### config.mk
export PLATFORM = sky130hd
export DESIGN_NAME = opb_register_bank_ppc2simulink
export DESIGN_NICKNAME = d
export VERILOG_FILES = /design/src/rtl/opb_register_bank_ppc2simulink.sv
export SDC_FILE = /design/constraint.sdc
export NUM_CORES = 1
export LEC_CHECK = 0
export BUFFER_PORTS_ARGS = -buffer_cell sky130_fd_sc_hd__buf_2
export CORE_ASPECT_RATIO = 0.6
export CORE_MARGIN = 8
export CORE_UTILIZATION = 45
export DETAILED_ROUTE_END_ITERATION = 8
export PLACE_DENSITY = 0.79
export SLEW_MARGIN = 5
export SYNTH_ARGS = -nofsm -noshare
export SYNTH_HDL_FRONTEND = slang
export SYNTH_SLANG_ARGS = --single-unit
### constraint.sdc
create_clock -name OPB_Clk -period 14.4 [get_ports OPB_Clk]
set_input_delay 2.88 -clock OPB_Clk [delete_from_list [all_inputs] [get_ports OPB_Clk]]
set_output_delay 2.88 -clock OPB_Clk [all_outputs]
set_load 0.05 [all_outputs]
### src/rtl/opb_register_bank_ppc2simulink.sv
//==============================================================================
// Module      : opb_register_bank_ppc2simulink
// Description : OPB slave bank of C_NUM_REGS PowerPC-writable control registers
//               feeding Simulink user logic. It provides byte-enable writes,
//               readback, write strobes and self-clearing pulse registers.
//               Optional macro REG_SHADOW_EN adds an atomic shadow/commit mode.
// Revision    : 1.0 - initial release
//==============================================================================
`default_nettype none

module opb_register_bank_ppc2simulink #(
  parameter logic [31:0]           C_BASEADDR   = 32'h00000000,
  parameter logic [31:0]           C_HIGHADDR   = 32'h000000FF,
  parameter int                    C_OPB_AWIDTH = 32,
  parameter int                    C_OPB_DWIDTH = 32,
  parameter int                    C_NUM_REGS   = 4,
  parameter logic [C_NUM_REGS-1:0] C_PULSE_MASK = '0,
  parameter logic [31:0]           C_RESET_VAL  = 32'h0,
  parameter string                 C_FAMILY     = "virtex6"
) (
  input  logic                      OPB_Clk,
  input  logic                      OPB_Rst_n,
  input  logic [0:31]               OPB_ABus,
  input  logic [0:3]                OPB_BE,
  input  logic [0:31]               OPB_DBus,
  input  logic                      OPB_RNW,
  input  logic                      OPB_select,
  input  logic                      OPB_seqAddr,
  output logic [0:31]               Sl_DBus,
  output logic                      Sl_xferAck,
  output logic                      Sl_errAck,
  output logic                      Sl_retry,
  output logic                      Sl_toutSup,
  output logic [32*C_NUM_REGS-1:0]  user_data_out,
  output logic [C_NUM_REGS-1:0]     user_wr_stb
);

  localparam logic [29:0] c_num_regs = 30'(C_NUM_REGS);

  // OPB bit 0 is the MSB, so plain assignment to [31:0] vectors maps it to bit 31
  logic [31:0] w_addr;
  logic [31:0] w_wdata;
  logic [3:0]  w_be;
  logic [31:0] w_offset;
  logic [29:0] w_idx;
  logic [31:0] w_mask;
  logic        w_hit;
  logic        w_wr;
  logic        w_rd;
  logic [C_NUM_REGS-1:0] w_sel;
  logic [31:0] w_base   [C_NUM_REGS];
  logic [31:0] w_merged [C_NUM_REGS];
  logic [31:0] w_rdata;

  logic                  r_ack;
  logic [31:0]           r_rdata;
  logic [31:0]           r_out [C_NUM_REGS];
  logic [C_NUM_REGS-1:0] r_stb;

`ifdef REG_SHADOW_EN
  logic [31:0]           r_shadow [C_NUM_REGS];
  logic [C_NUM_REGS-1:0] r_dirty;
  logic                  w_commit;
`endif

  assign w_addr   = OPB_ABus;
  assign w_wdata  = OPB_DBus;
  assign w_be     = OPB_BE;
  assign w_offset = w_addr - C_BASEADDR;
  assign w_idx    = w_offset[31:2];
  assign w_mask   = {{8{w_be[3]}}, {8{w_be[2]}}, {8{w_be[1]}}, {8{w_be[0]}}};

  assign w_hit = OPB_select && (w_addr >= C_BASEADDR) && (w_addr <= C_HIGHADDR) && !r_ack;
  assign w_wr  = w_hit && !OPB_RNW;
  assign w_rd  = w_hit && OPB_RNW;

  logic w_unused_ok;
  assign w_unused_ok = &{1'b0, OPB_seqAddr, w_offset[1:0],
                         (C_OPB_AWIDTH == 32), (C_OPB_DWIDTH == 32), (C_FAMILY == "")};

  generate
    for (genvar gi = 0; gi < C_NUM_REGS; gi++) begin : g_reg
      assign w_sel[gi] = (w_idx == 30'(gi));
      assign user_data_out[32*gi +: 32] = r_out[gi];
    end
  endgenerate

`ifdef REG_SHADOW_EN
  assign w_commit = w_wr && (w_idx == c_num_regs) && w_be[0] && w_wdata[0];
`endif

  // Pulse registers merge against zero and always read back as zero
  always_comb begin
    for (int i = 0; i < C_NUM_REGS; i++) begin
`ifdef REG_SHADOW_EN
      w_base[i] = C_PULSE_MASK[i] ? 32'h0 : r_shadow[i];
`else
      w_base[i] = C_PULSE_MASK[i] ? 32'h0 : r_out[i];
`endif
      w_merged[i] = (w_base[i] & ~w_mask) | (w_wdata & w_mask);
    end
  end

  always_comb begin
    w_rdata = 32'h0;
    for (int i = 0; i < C_NUM_REGS; i++) begin
      if (w_sel[i]) begin
        w_rdata = w_base[i];
      end
    end
`ifdef REG_SHADOW_EN
    if (w_idx == c_num_regs) begin
      w_rdata = 32'(r_dirty);
    end
`endif
  end

  always_ff @(posedge OPB_Clk) begin
    if (!OPB_Rst_n) begin
      r_ack   <= 1'b0;
      r_rdata <= 32'h0;
      r_stb   <= '0;
      for (int i = 0; i < C_NUM_REGS; i++) begin
        r_out[i] <= C_PULSE_MASK[i] ? 32'h0 : C_RESET_VAL;
`ifdef REG_SHADOW_EN
        r_shadow[i] <= C_PULSE_MASK[i] ? 32'h0 : C_RESET_VAL;
`endif
      end
`ifdef REG_SHADOW_EN
      r_dirty <= '0;
`endif
    end else begin
      r_ack   <= w_hit;
      r_rdata <= w_rd ? w_rdata : 32'h0;
      for (int i = 0; i < C_NUM_REGS; i++) begin
`ifdef REG_SHADOW_EN
        if (w_wr && w_sel[i]) begin
          r_shadow[i] <= w_merged[i];
          r_dirty[i]  <= 1'b1;
        end else if (w_commit) begin
          r_dirty[i]  <= 1'b0;
        end
        r_stb[i] <= w_commit && r_dirty[i];
        if (w_commit && r_dirty[i]) begin
          r_out[i] <= r_shadow[i];
        end else if (C_PULSE_MASK[i]) begin
          r_out[i] <= 32'h0;
        end
`else
        r_stb[i] <= w_wr && w_sel[i];
        if (w_wr && w_sel[i]) begin
          r_out[i] <= w_merged[i];
        end else if (C_PULSE_MASK[i]) begin
          r_out[i] <= 32'h0;
        end
`endif
      end
    end
  end

  assign Sl_DBus     = r_rdata;
  assign Sl_xferAck  = r_ack;
  assign Sl_errAck   = 1'b0;
  assign Sl_retry    = 1'b0;
  assign Sl_toutSup  = 1'b0;
  assign user_wr_stb = r_stb;

endmodule

`default_nettype wire

; Word-level counts from Yosys, hierarchy flattened
; Memory sizes are Yosys's and may differ from the RTL's.
; Index checks and enable logic that the tools add are counted.
[classes]
n_reduce_logical = 13
magnitude_cmp = 2
eq_ne = 3
n_bitwise = 14
mux = 21
[op_table]
columns = operator, count
row1 = 2-to-1 mux 32 bit, 8
row2 = bitwise AND 32 bit, 5
row3 = bitwise OR 32 bit, 4
row4 = == test 30 x 2 -> 1 bit (second input constant), 2
row5 = >= comparator 32 x 1 -> 1 bit (second input constant), 1
row6 = less-or-equal comparator 32 x 8 -> 1 bit (second input constant), 1
row7 = inverter 32 bit, 1
row8 = == test 30 x 1 -> 1 bit (second input constant), 1
row9 = zero test 30 bit, 1
row10 = 2-to-1 mux 1 bit, 13
row11 = logical AND 1 bit, 9
row12 = bitwise OR 1 bit, 4
row13 = zero test 1 bit, 2
row14 = AND reduction 2 bit, 1
[totals]
wordCells = 57
ramBits = 128
input_bits = 73
output_inout_bits = 168
memories = 1
register_bits = 37
[memory_table]
columns = memory, words, width, read_ports, rd_clocked_by_memory_dff, write_ports, line
row1 = r_out, 4, 32, 4, 0, 4, 57  ; logic [31:0] r_out [C_NUM_REGS];

; Logic depth before layout (Yosys ltp)
[depth]
ltp_word = 10
ltp_mapped = 8
mapped_depth_nobuf = 4

; Worst setup path before layout
; OpenSTA, ideal clock, no wires.
[synth_path]
path_type = input to register
from = input OPB_ABus[8] (netlist bit)
to = memory r_out[1][0] (enable)
path_slack_ns = 7.236
path_stages = 6
setup_time_ns = 0.466
t_required_ns = 13.934
path_buffers = 2
arrival_ns = 6.698
cell_sequence = or4_1 > nor4bb_1 > buf_2 > buf_1 > nand3_1 > o21ai_0
[synth_lines]
columns = element, line
row1 = from (decl), 23  ; input logic [0:31] OPB_ABus,
row2 = to (decl), 57

==> metrics.md <==
| Metric | Value |
|---|---|
| Met3 WL | `3540 um` |
| Final setup violation count | `0` |
| Peak Freq | `around 150 MHz` |
| Die Span Y | `roughly 120 um` |
| Reg2reg setup slack | `11310 ps` |
| Register area | `around 4600 sq um` |
| DP HPWL | `18100 um` |
| EDFF count, synth | `128` |
| Remaining DRCs | `0` |
| Largest net degree at the start of global routing | `61` |
| Maximum vdd ir drop | `between 0.07 and 0.08 mV` |
| WL per Instance | `between 20 and 25 um` |
| Post-Layout Inst Area | `10300 sq um` |
| Min-Delay Path Class | `reg -> reg` |
| Max_cap viols | `0` |
| Vias in the first global route | `about 7200` |
| CP Cell Sequence | `buf_2 -> or4_1 -> nor4bb_4 -> buf_4 -> nand3_2 -> o21ai_4 -> buf_4` |
| Setup tns final | `0 ps` |
| Crit path max-delay family | `simple AND/OR/NAND/NOR gates` |
| Placed inst area | `just under 10000 sq um` |
| Clock Sinks | `165` |
| Routed vias | `7123` |
| WL met2 | `roughly 13000 um` |
| Post-CTS setup buffer count | `0` |
| IO buf count | `234` |
| Yosys warns | `0` |
| Most used cell, CP | `buf_4` |
| GRT Overall Usage | `24.0%` |
| Core footprint | `18200 sq um` |
| Synth cell types | `31` |
| CTS Buf Count | `17` |
| DRT Wirelength | `28600 um` |
| Avg Cell Area, Syn | `11.5 sq um` |
| Clk Tree Root Cell | `clkbuf_16` |
| NumNets Final | `995` |
| Outcome | `finished clean` |
| H-tree level count | `4` |
| Slew headroom | `17.4%` |
| First-pass detailed-route iteration total | `5` |
| # IOs | `241` |
| Measured slew at the worst slew-check pin | `1240 ps` |
| Area of the multi-input gates | `3450 sq um` |
| Post-synthesis sequential area ratio | `between 50% and 60%` |
| First-pass GRT wire length | `43300 um` |
| Worst Path Required | `approximately 14000 ps` |
| Routability cong. | `0.813` |
| Clock Tree Buf Depth | `2` |
| RSZ-0062 raised after global routing | `no` |
| Post-Syn Area | `8390 sq um` |
| Slowest stage delay, CP | `~900 ps` |
| Metal-1 WL | `11800 um` |
| Worst Setup Start Kind | `input port` |
| Fin. max-slew vios | `0` |
| Layout overhead on the synthesized area | `23.3%` |
| CP Capture Type | `flip-flop` |
| Synth Register Bits | `165` |
| Worst Setup Path Type | `in -> reg` |
| # rows | `38` |
| Pwr dens | `approximately 110 nW/um^2` |
| Initial Util | `~46%` |
| Initial antenna violation count | `3` |
| Crit path max fanout | `37` |
| Share of layout cells above drive strength 1 | `34.7%` |
| PnR Total Power | `1.17 mW` |
| # fillers | `~1500` |
| Post-synth ARST share | `0%` |
| Slowest CP cell | `nand3_2` |
| Antenna Violating Nets Remaining | `0` |
| Die width | `192 um` |
| Post-route clock period utilization | `46.3%` |
| CTS Hold Bufs | `0` |
| Gr ovfl total | `0` |
| WP buf/inv | `3` |
| Clock Pin Slew Worst Setup and Hold Paths | `about 70 ps` |
| Critical path arrival | `6750 ps` |
| Post-CTS sizing | `0` |
| Leak | `4.20 nW` |
| DIE AREA | `roughly 23000 sq um` |
| Dominant synthesized flop cell | `edfxtp_1` |
| Syn Inst Count | `730` |
| Fin. Hold Viols | `0` |
| Min Tclk post-route | `roughly 6700 ps` |
| CTS tree | `yes` |
| Worst skew pair latency | `430 ps` |
| Clock Skew | `12.5 ps` |
| Max Used Layer | `met5` |
| Via density | `between 6 and 7` |
| DRT iter0 DRCs | `574` |
==> report_power, final <==
group	total (mW)	switching, mW	internal, mW
Combinational	0.141	0.104	0.0371
Clock	0.492	0.196	0.296
Sequential	0.535	0.0114	0.524
==> final timing paths <==
| path | start | cells after the start | to |
|---|---|---|---|
| worst min-delay path | r_out[3][27]$_SDFFCE_PN0P_ | 2 | Sl_DBus[4]$_SDFF_PN0_ |
| worst max-delay path | OPB_ABus[6] | 7 | r_out[3][23]$_SDFFCE_PN0P_ |
| worst min register to register | r_out[3][27]$_SDFFCE_PN0P_ | 2 | Sl_DBus[4]$_SDFF_PN0_ |
| worst max register to register | Sl_xferAck$_SDFF_PN0_ | 5 | r_out[0][19]$_SDFFCE_PN0P_ |
==> registers in the layout, summed over array words and instances (netlist names) <==
name,count
user_wr_stb,4
r_out,128
Sl_DBus,32
Sl_xferAck,1
==> stage by stage <==
stage / setup slack [ps] / utilization, % / std cells / hold WS (ps)
2_1_floorplan: 7240 / - / 732 / 840
3_3_place_gp: 7360 / 53.5 / 1143 / 574
3_5_place_dp: 7350 / 53.5 / 1143 / 582
4_1_cts: 7790 / 57.0 / 1175 / 589
5_1_grt: 7650 / 57.0 / 1176 / 620
6_report: 7740 / 57.0 / 1176 / 587
==> per-layer routing <==
layer  GRT usage [%]  vias to the layer above
met5               0                        -
met4            7.41                        4
met3            7.33                       37
li1                -                     3121
met2            36.6                      472
met1            32.5                     3489
==> synth_stat cells (2+ instances only) <==
cell	number	area share, %
inv_1	34	1.5
clkbuf_1	62	2.8
a221oi_2	30	5.4
buf_2	2	0.12
nand2b_1	2	0.15
a221oi_1	2	0.21
or2_2	2	0.15
nand3_1	3	0.18
nor2_1	38	1.7
o21ai_0	36	2.1
nand4b_1	2	0.21
a21o_1	32	2.9
nand2_1	32	1.4
or4_1	4	0.36
buf_4	3	0.27
buf_6	5	0.67
nor3_1	96	5.7
nor2b_1	3	0.22
buf_1	3	0.13
edfxtp_1	128	46
nor4_1	3	0.22
or4_4	3	0.40
dfxtp_1	37	8.8
nand4_1	34	2.5
mux2i_1	128	15
==> kinds of logic (layout without fill, tap and decap cells) <==
group | Yosys count | in the layout | synth area share [%]
other cells | 1 | 4 | 0.0447
mux | 128 | 128 | 15.3
simple gates | 227 | 227 | 14.0
compound gates | 100 | 100 | 10.6
flops | 165 | 165 | 54.6
buf+inv | 109 | 312 | 5.49
==> layout make-up <==
cell class	instances	area share, %
multi-input cells	458	33.3
diodes	1	0.0242
repair buffers	246	12.2
well taps	240	2.90
clock buffers	20	4.32
clock inverters	12	1.72
inverters	34	1.23
flip-flops and latches	165	44.3
==> worst register-to-register path, stage by stage, from the launching register on <==
cell	delay, ps
dfxtp_1	340
or4b_2	620
nor4_1	580
nand4b_1	720
buf_4	520
nor2_1	170
==> layout by cell type (no fill, tap or decap), drive strengths merged, types with 3 or more instances in the layout <==
cell type and count:
nor2b 3, inv 35, buf 246, a221oi 32, mux2i 128, edfxtp 128
nand3 3, conb 3, nor3 96, a21o 32, clkbuf 20, nand2 32
o21ai 36, bufinv 4, dfxtp 37, clkinv 6, nand4 34, or4 7
nor4 5, nor2 38
No activity file was read; power rests on OpenSTA's default activity.
